[config.mk]
export PLATFORM = sky130hd
export DESIGN_NAME = usb_serial_fifo
export DESIGN_NICKNAME = d
export VERILOG_FILES = /design/src/rtl/usb_serial_fifo.sv
export SDC_FILE = /design/constraint.sdc
export NUM_CORES = 1
export LEC_CHECK = 0
export BUFFER_PORTS_ARGS = -buffer_cell sky130_fd_sc_hd__buf_2
export CELL_PAD_IN_SITES_DETAIL_PLACEMENT = 1
export CELL_PAD_IN_SITES_GLOBAL_PLACEMENT = 2
export CORE_MARGIN = 2
export CORE_UTILIZATION = 49
export DETAILED_ROUTE_END_ITERATION = 16
export GPL_ROUTABILITY_DRIVEN = 0
export PLACE_DENSITY = 0.83
export SLEW_MARGIN = 20
export SYNTH_ARGS = -nofsm -noshare
export SYNTH_HDL_FRONTEND = slang
export SYNTH_SLANG_ARGS = --single-unit
[constraint.sdc]
create_clock -name clk_i -period 8.6 [get_ports clk_i]
set_clock_uncertainty 0.15 [all_clocks]
set_input_delay 1.29 -clock clk_i [delete_from_list [all_inputs] [get_ports clk_i]]
set_output_delay 1.29 -clock clk_i [all_outputs]
set_load 0.02 [all_outputs]
[src/rtl/usb_serial_fifo.sv]
// USB serial bridge: a register-mapped pair of byte FIFOs between a 32-bit bus
// and a serial device. TX bytes are written through TDR and streamed out on the
// send handshake. RX bytes arrive on the recv strobe and are popped by reading RDR.
// CTRL flushes either FIFO. STA reports the counts, the flags and the sticky overflows.
module usb_serial_fifo #(
    parameter int DEPTH = 16
) (
    input  logic        clk_i,
    input  logic        rst_i,
    input  logic        write_i,
    input  logic        read_i,
    input  logic [3:0]  data_be_i,
    input  logic [3:0]  addr_i,
    input  logic [31:0] wdata_i,
    output logic [31:0] rdata_o,
    input  logic [7:0]  recv_data_i,
    input  logic        recv_valid_i,
    output logic [7:0]  send_data_o,
    output logic        send_valid_o,
    input  logic        send_ready_i,
    input  logic        connected_i
);

    localparam int PW = $clog2(DEPTH);
    localparam int CW = PW + 1;
    localparam logic [CW-1:0] FULL_COUNT = CW'(DEPTH);

    localparam logic [1:0] ADDR_CTRL = 2'd0;
    localparam logic [1:0] ADDR_RDR  = 2'd1;
    localparam logic [1:0] ADDR_TDR  = 2'd2;
    localparam logic [1:0] ADDR_STA  = 2'd3;

    // Storage is never reset. Outputs mask it with the count so stale bytes never leak out.
    logic [7:0]    r_tx_mem [DEPTH];
    logic [7:0]    r_rx_mem [DEPTH];
    logic [PW-1:0] r_tx_wr_ptr;
    logic [PW-1:0] r_tx_rd_ptr;
    logic [PW-1:0] r_rx_wr_ptr;
    logic [PW-1:0] r_rx_rd_ptr;
    logic [CW-1:0] r_tx_count;
    logic [CW-1:0] r_rx_count;
    logic          r_tx_ovf;
    logic          r_rx_ovf;

    logic          w_ctrl_wr;
    logic          w_sta_wr;
    logic          w_tx_flush;
    logic          w_rx_flush;
    logic          w_tx_push_req;
    logic          w_rx_push_req;
    logic          w_tx_full;
    logic          w_rx_full;
    logic          w_tx_empty;
    logic          w_rx_nonempty;
    logic          w_tx_push;
    logic          w_rx_push;
    logic          w_tx_pop;
    logic          w_rx_pop;
    logic [7:0]    w_tx_head;
    logic [7:0]    w_rx_head;
    logic [7:0]    w_tx_count8;
    logic [7:0]    w_rx_count8;
    logic [31:0]   w_sta;
    logic          w_unused_bits;

    assign w_ctrl_wr     = write_i & (addr_i[3:2] == ADDR_CTRL);
    assign w_sta_wr      = write_i & (addr_i[3:2] == ADDR_STA);
    assign w_tx_flush    = w_ctrl_wr & wdata_i[0];
    assign w_rx_flush    = w_ctrl_wr & wdata_i[1];

    assign w_tx_full     = (r_tx_count == FULL_COUNT);
    assign w_rx_full     = (r_rx_count == FULL_COUNT);
    assign w_tx_empty    = (r_tx_count == '0);
    assign w_rx_nonempty = (r_rx_count != '0);

    // Fullness is judged on the current count: a same-cycle pop never makes room.
    assign w_tx_push_req = write_i & (addr_i[3:2] == ADDR_TDR) & data_be_i[0];
    assign w_rx_push_req = recv_valid_i;
    assign w_tx_push     = w_tx_push_req & ~w_tx_full & ~w_tx_flush;
    assign w_rx_push     = w_rx_push_req & ~w_rx_full & ~w_rx_flush;
    assign w_tx_pop      = send_valid_o & send_ready_i & ~w_tx_flush;
    assign w_rx_pop      = read_i & (addr_i[3:2] == ADDR_RDR) & w_rx_nonempty & ~w_rx_flush;

    assign w_tx_head     = w_tx_empty    ? 8'h00 : r_tx_mem[r_tx_rd_ptr];
    assign w_rx_head     = w_rx_nonempty ? r_rx_mem[r_rx_rd_ptr] : 8'h00;

    assign send_valid_o  = ~w_tx_empty & connected_i;
    assign send_data_o   = w_tx_head;

    assign w_tx_count8   = 8'(r_tx_count);
    assign w_rx_count8   = 8'(r_rx_count);
    assign w_sta         = {8'h00, w_tx_count8, w_rx_count8, 2'b00, r_tx_ovf, r_rx_ovf,
                            w_tx_empty, w_tx_full, w_rx_nonempty, connected_i};

    // These bus bits carry no meaning for this register map.
    assign w_unused_bits = ^{addr_i[1:0], data_be_i[3:1], wdata_i[31:8]};

    // TX storage write: only accepted pushes land in the array.
    always_ff @(posedge clk_i) begin
        if (w_tx_push) begin
            r_tx_mem[r_tx_wr_ptr] <= wdata_i[7:0];
        end
    end

    // RX storage write: only accepted pushes land in the array.
    always_ff @(posedge clk_i) begin
        if (w_rx_push) begin
            r_rx_mem[r_rx_wr_ptr] <= recv_data_i;
        end
    end

    // TX pointers and count. A flush overrides any push or pop in the same cycle.
    always_ff @(posedge clk_i or posedge rst_i) begin
        if (rst_i) begin
            r_tx_wr_ptr <= '0;
            r_tx_rd_ptr <= '0;
            r_tx_count  <= '0;
        end else if (w_tx_flush) begin
            r_tx_wr_ptr <= '0;
            r_tx_rd_ptr <= '0;
            r_tx_count  <= '0;
        end else begin
            if (w_tx_push) begin
                r_tx_wr_ptr <= r_tx_wr_ptr + PW'(1);
            end
            if (w_tx_pop) begin
                r_tx_rd_ptr <= r_tx_rd_ptr + PW'(1);
            end
            if (w_tx_push & ~w_tx_pop) begin
                r_tx_count <= r_tx_count + CW'(1);
            end else if (~w_tx_push & w_tx_pop) begin
                r_tx_count <= r_tx_count - CW'(1);
            end
        end
    end

    // RX pointers and count. A flush overrides any push or pop in the same cycle.
    always_ff @(posedge clk_i or posedge rst_i) begin
        if (rst_i) begin
            r_rx_wr_ptr <= '0;
            r_rx_rd_ptr <= '0;
            r_rx_count  <= '0;
        end else if (w_rx_flush) begin
            r_rx_wr_ptr <= '0;
            r_rx_rd_ptr <= '0;
            r_rx_count  <= '0;
        end else begin
            if (w_rx_push) begin
                r_rx_wr_ptr <= r_rx_wr_ptr + PW'(1);
            end
            if (w_rx_pop) begin
                r_rx_rd_ptr <= r_rx_rd_ptr + PW'(1);
            end
            if (w_rx_push & ~w_rx_pop) begin
                r_rx_count <= r_rx_count + CW'(1);
            end else if (~w_rx_push & w_rx_pop) begin
                r_rx_count <= r_rx_count - CW'(1);
            end
        end
    end

    // Sticky overflow flags. A push attempt against a full FIFO wins over a clear in the same cycle.
    always_ff @(posedge clk_i or posedge rst_i) begin
        if (rst_i) begin
            r_tx_ovf <= 1'b0;
            r_rx_ovf <= 1'b0;
        end else begin
            if (w_tx_push_req & w_tx_full) begin
                r_tx_ovf <= 1'b1;
            end else if (w_sta_wr & wdata_i[5]) begin
                r_tx_ovf <= 1'b0;
            end
            if (w_rx_push_req & w_rx_full) begin
                r_rx_ovf <= 1'b1;
            end else if (w_sta_wr & wdata_i[4]) begin
                r_rx_ovf <= 1'b0;
            end
        end
    end

    // Read mux: purely combinational from the address, independent of read_i.
    always_comb begin
        rdata_o = 32'h0;
        case (addr_i[3:2])
            ADDR_RDR: rdata_o = {24'h0, w_rx_head};
            ADDR_STA: rdata_o = w_sta;
            default:  rdata_o = 32'h0;
        endcase
    end

endmodule

==> metrics.txt <==
hpwl dp=16900 µm; Logic pwr share=25.4%; htree depth=1; I/O Buffers=52; layout overhead on the synthesized area=11.8%; core area=24200 µm²; VDD IR max=0.162 mV; Placement Cell Area=12500 µm²; Post-synth EDFFs=256; register area share after synthesis=70.0%; die area=25700 µm²; Int Pwr=0.00284 W; GR Overflow Total=0; area share of the largest cell type after synthesis=64.2%; die height=160 µm; first-pass GRT wire length=40700 µm; R2R Setup Slk=5.23 ns; RR Endpoint=r_tx_count[4]; GRT Total Usage=21.3%; cell area after synthesis=12000 µm²; number of global-route vias before repair=6487; CTS root buffer=clkbuf_16; DR vias/cell=5.89; Hold/Removal Path Class=reg2reg; Die Width=160 µm; fin util=55.4%; CTS Buf Count=29; routed via count=6110; crit path max fanout=32; Clock power frac=30.0%; Post-CTS Setup Bufs=0; final setup TNS=0 ns; final worst path period need=4.54 ns; CP Class=reg2out; synth top area cells=edfxtp_1 (64%), mux4_2 (14%), dfrtp_1 (5.9%), ha_1 (1.8%), and2_1 (1.6%); Reg power frac=44.6%; post-CTS sizing=0; layout cells sized above 1=26.5%; RSZ-0062 raised after global routing=no; Max Fclk=220 MHz; DRT iter0 DRCs=599; filler instances=2153; Critical path origin=r_rx_rd_ptr[0]; sw power=0.00123 W; final instance area=13400 µm²; Critical R2R Launch=r_tx_count[0]; Slew @ Worst Pin=1.03 ns; Pins Over Slew Limit=0; FF+latch count, synth=284; WL/cell=25.6 µm; Routed Antenna Nets=0; CTS Buffer Depth=3; Worst slew margin=31.6%; Main synth FF type=edfxtp_1; Top-Level Pins=96; final net count=765; Clk pin slew, worst setup/hold paths=0.07 ns; top cell type by total area after synthesis=edfxtp_1; worst path cell trace=buf_4 > mux4_2 > nor2b_1 > a211oi_1 > a21oi_1 > a32o_1 > buf_2; Clock Latency Late Sink=0.55 ns; final hold viol count=0; Critical Path Sink=rdata_o[2]; Initial Util=49.5%; CP max stage delay=0.60 ns; post-synthesis cell count=636; TritonCTS clock tree=built; yosys warns=0; Slowest-stage cell, CP=mux4_2; CP arrival=3.10 ns; Worst setup SP type=flop; FP Rows=57; Sw Share=30.2%; Final Cycle Share=52.8%; Power Density=304 nW/µm²; initial antenna violation count=0; drc violations=0; DR pass1 iterations=4; Crit path required time=7.16 ns; largest net degree at the start of global routing=36; cts hold-fix bufs=0; Post-Route WL=26500 µm; clk sinks=284; FFs w/ async S/R, synth=9.86%; antenna cells=0; Critical Path Sink Type=output pin; Final setup viols=0; Leakage=4.57 nW; Avg Cell Area, Syn=18.8 µm²; Max-cap violations=0; cells on worst reg2reg path=9; Unique masters post-synth=51; outcome=complete, no violations
==> synth_stat cells (4+ instances only) <==
| library cell | number |
|---|---|
| nor2_1 | 23 |
| nor2b_1 | 14 |
| and4_1 | 4 |
| a211oi_1 | 6 |
| buf_4 | 19 |
| nand2_1 | 20 |
| inv_1 | 5 |
| a21oi_1 | 13 |
| nand3_1 | 6 |
| mux4_2 | 75 |
| a21o_1 | 6 |
| edfxtp_1 | 256 |
| buf_2 | 5 |
| and3_1 | 15 |
| mux2i_1 | 7 |
| o21ai_0 | 4 |
| xnor2_1 | 5 |
| nand4_1 | 4 |
| nor3_1 | 5 |
| a22o_1 | 7 |
| clkbuf_1 | 15 |
| nor3b_1 | 4 |
| buf_1 | 5 |
| xor2_1 | 10 |
| dfrtp_1 | 28 |
| and2_1 | 30 |
| ha_1 | 17 |
==> worst min-delay path by stage <==
stage | start | end | cells past startpoint | slack (ns)
2_1_floorplan | r_tx_ovf | r_tx_ovf | 2 | 0.30
3_3_place_gp | r_rx_rd_ptr[0] | r_rx_rd_ptr[0] | 1 | 0.36
3_5_place_dp | r_tx_ovf | r_tx_ovf | 2 | 0.37
4_1_cts | r_tx_ovf | r_tx_ovf | 2 | 0.38
5_1_grt | r_tx_ovf | r_tx_ovf | 2 | 0.43
6_report | r_tx_ovf | r_tx_ovf | 2 | 0.39
==> cell usage in the layout (no fill, tap or decap), types with 4 or more instances in the layout <==
cell / Yosys / layout
nor2_1: 23 / 23
clkinv_1: 0 / 6
a22o_1: 7 / 7
edfxtp_1: 256 / 256
o21ai_0: 4 / 4
and4_1: 4 / 4
nor3_1: 5 / 5
and2_1: 30 / 30
buf_2: 5 / 52
and3_1: 15 / 15
nor2b_1: 14 / 14
a211oi_1: 6 / 6
inv_1: 5 / 5
buf_4: 19 / 5
nand2_1: 20 / 20
mux4_2: 75 / 75
dfrtp_1: 28 / 24
clkinvlp_4: 0 / 4
dfrtp_2: 0 / 4
nand3_1: 6 / 6
xor2_1: 10 / 10
ha_1: 17 / 17
mux2i_1: 7 / 7
conb_1: 1 / 14
clkbuf_16: 0 / 29
nand4_1: 4 / 4
a21o_1: 6 / 6
nor3b_1: 4 / 4
a21oi_1: 13 / 13
clkbuf_1: 15 / 6
xnor2_1: 5 / 5
==> cell families (layout without fill, tap and decap cells) <==
family	after synthesis	after routing	synth area share, %
AOI/OAI and AO/OA	46	46	2.90
xor gates and xnor gates	16	16	1.23
adders and majority gates	19	19	2.11
buffers and inverters	51	115	2.39
DFF	284	284	70.0
muxes	83	83	14.8
other	1	14	0.0313
and+or+nand+nor	136	136	6.51
==> power groups by stage <==
stage / clock network, W / registers [W] / logic, W
floorplan: 0 / 0.00170 / 0.000874
global placement: 0 / 0.00183 / 0.000990
detailed placement: 0 / 0.00184 / 0.00104
CTS: 0.00124 / 0.00182 / 0.00105
global route: 0.00129 / 0.00184 / 0.00113
finish: 0.00122 / 0.00181 / 0.00103
==> cell type report <==
| class | instances | area, µm² | area share, % |
|---|---|---|---|
| sequential | 284 | 8390 | 62.7 |
| multi-input combinational | 314 | 3360 | 25.1 |
| clock buffer | 35 | 748 | 5.59 |
| tap | 324 | 405 | 3.03 |
| timing repair buffer | 57 | 298 | 2.22 |
| clock inverter | 18 | 175 | 1.31 |
| inverter | 5 | 18.8 | 0.140 |
==> flip-flops by register name, indices dropped and copies added, names as in the netlist <==
register and cells:
r_rx_mem 128, r_tx_ovf 1, r_rx_count 5, r_rx_rd_ptr 4, r_tx_count 5, r_rx_ovf 1, r_tx_rd_ptr 4, r_rx_wr_ptr 4
r_tx_wr_ptr 4, r_tx_mem 128
==> metrics by stage <==
step	total power (W)	instances	hold WS, ns	worst slack [ns]
after floorplan	0.00257	649	0.298	4.99
after global placement	0.00282	984	0.359	4.28
after detailed placement	0.00288	984	0.366	4.21
after CTS	0.00410	1037	0.380	4.01
after global routing	0.00425	1037	0.426	3.85
final	0.00407	1037	0.393	4.06
==> worst max-delay path: cells and delay by family, from the launching register on <==
kind	cells	cell delay (ns)
buffers and inverters	2	0.72
and+or+nand+nor	1	0.15
AOI/OAI and AO/OA	3	0.67
muxes	1	0.60
DFF	1	0.40
==> metal layers <==
metal / up-vias / routed length, µm / GRT usage [%]
met3: 34 / 1590 / 3.36
met4: 0 / 511 / 5.20
li1: 2620 / - / -
met1: 3253 / 12000 / 32.8
met5: - / 0 / 0
met2: 203 / 12400 / 32.3
(Power assumes the default switching activity.)
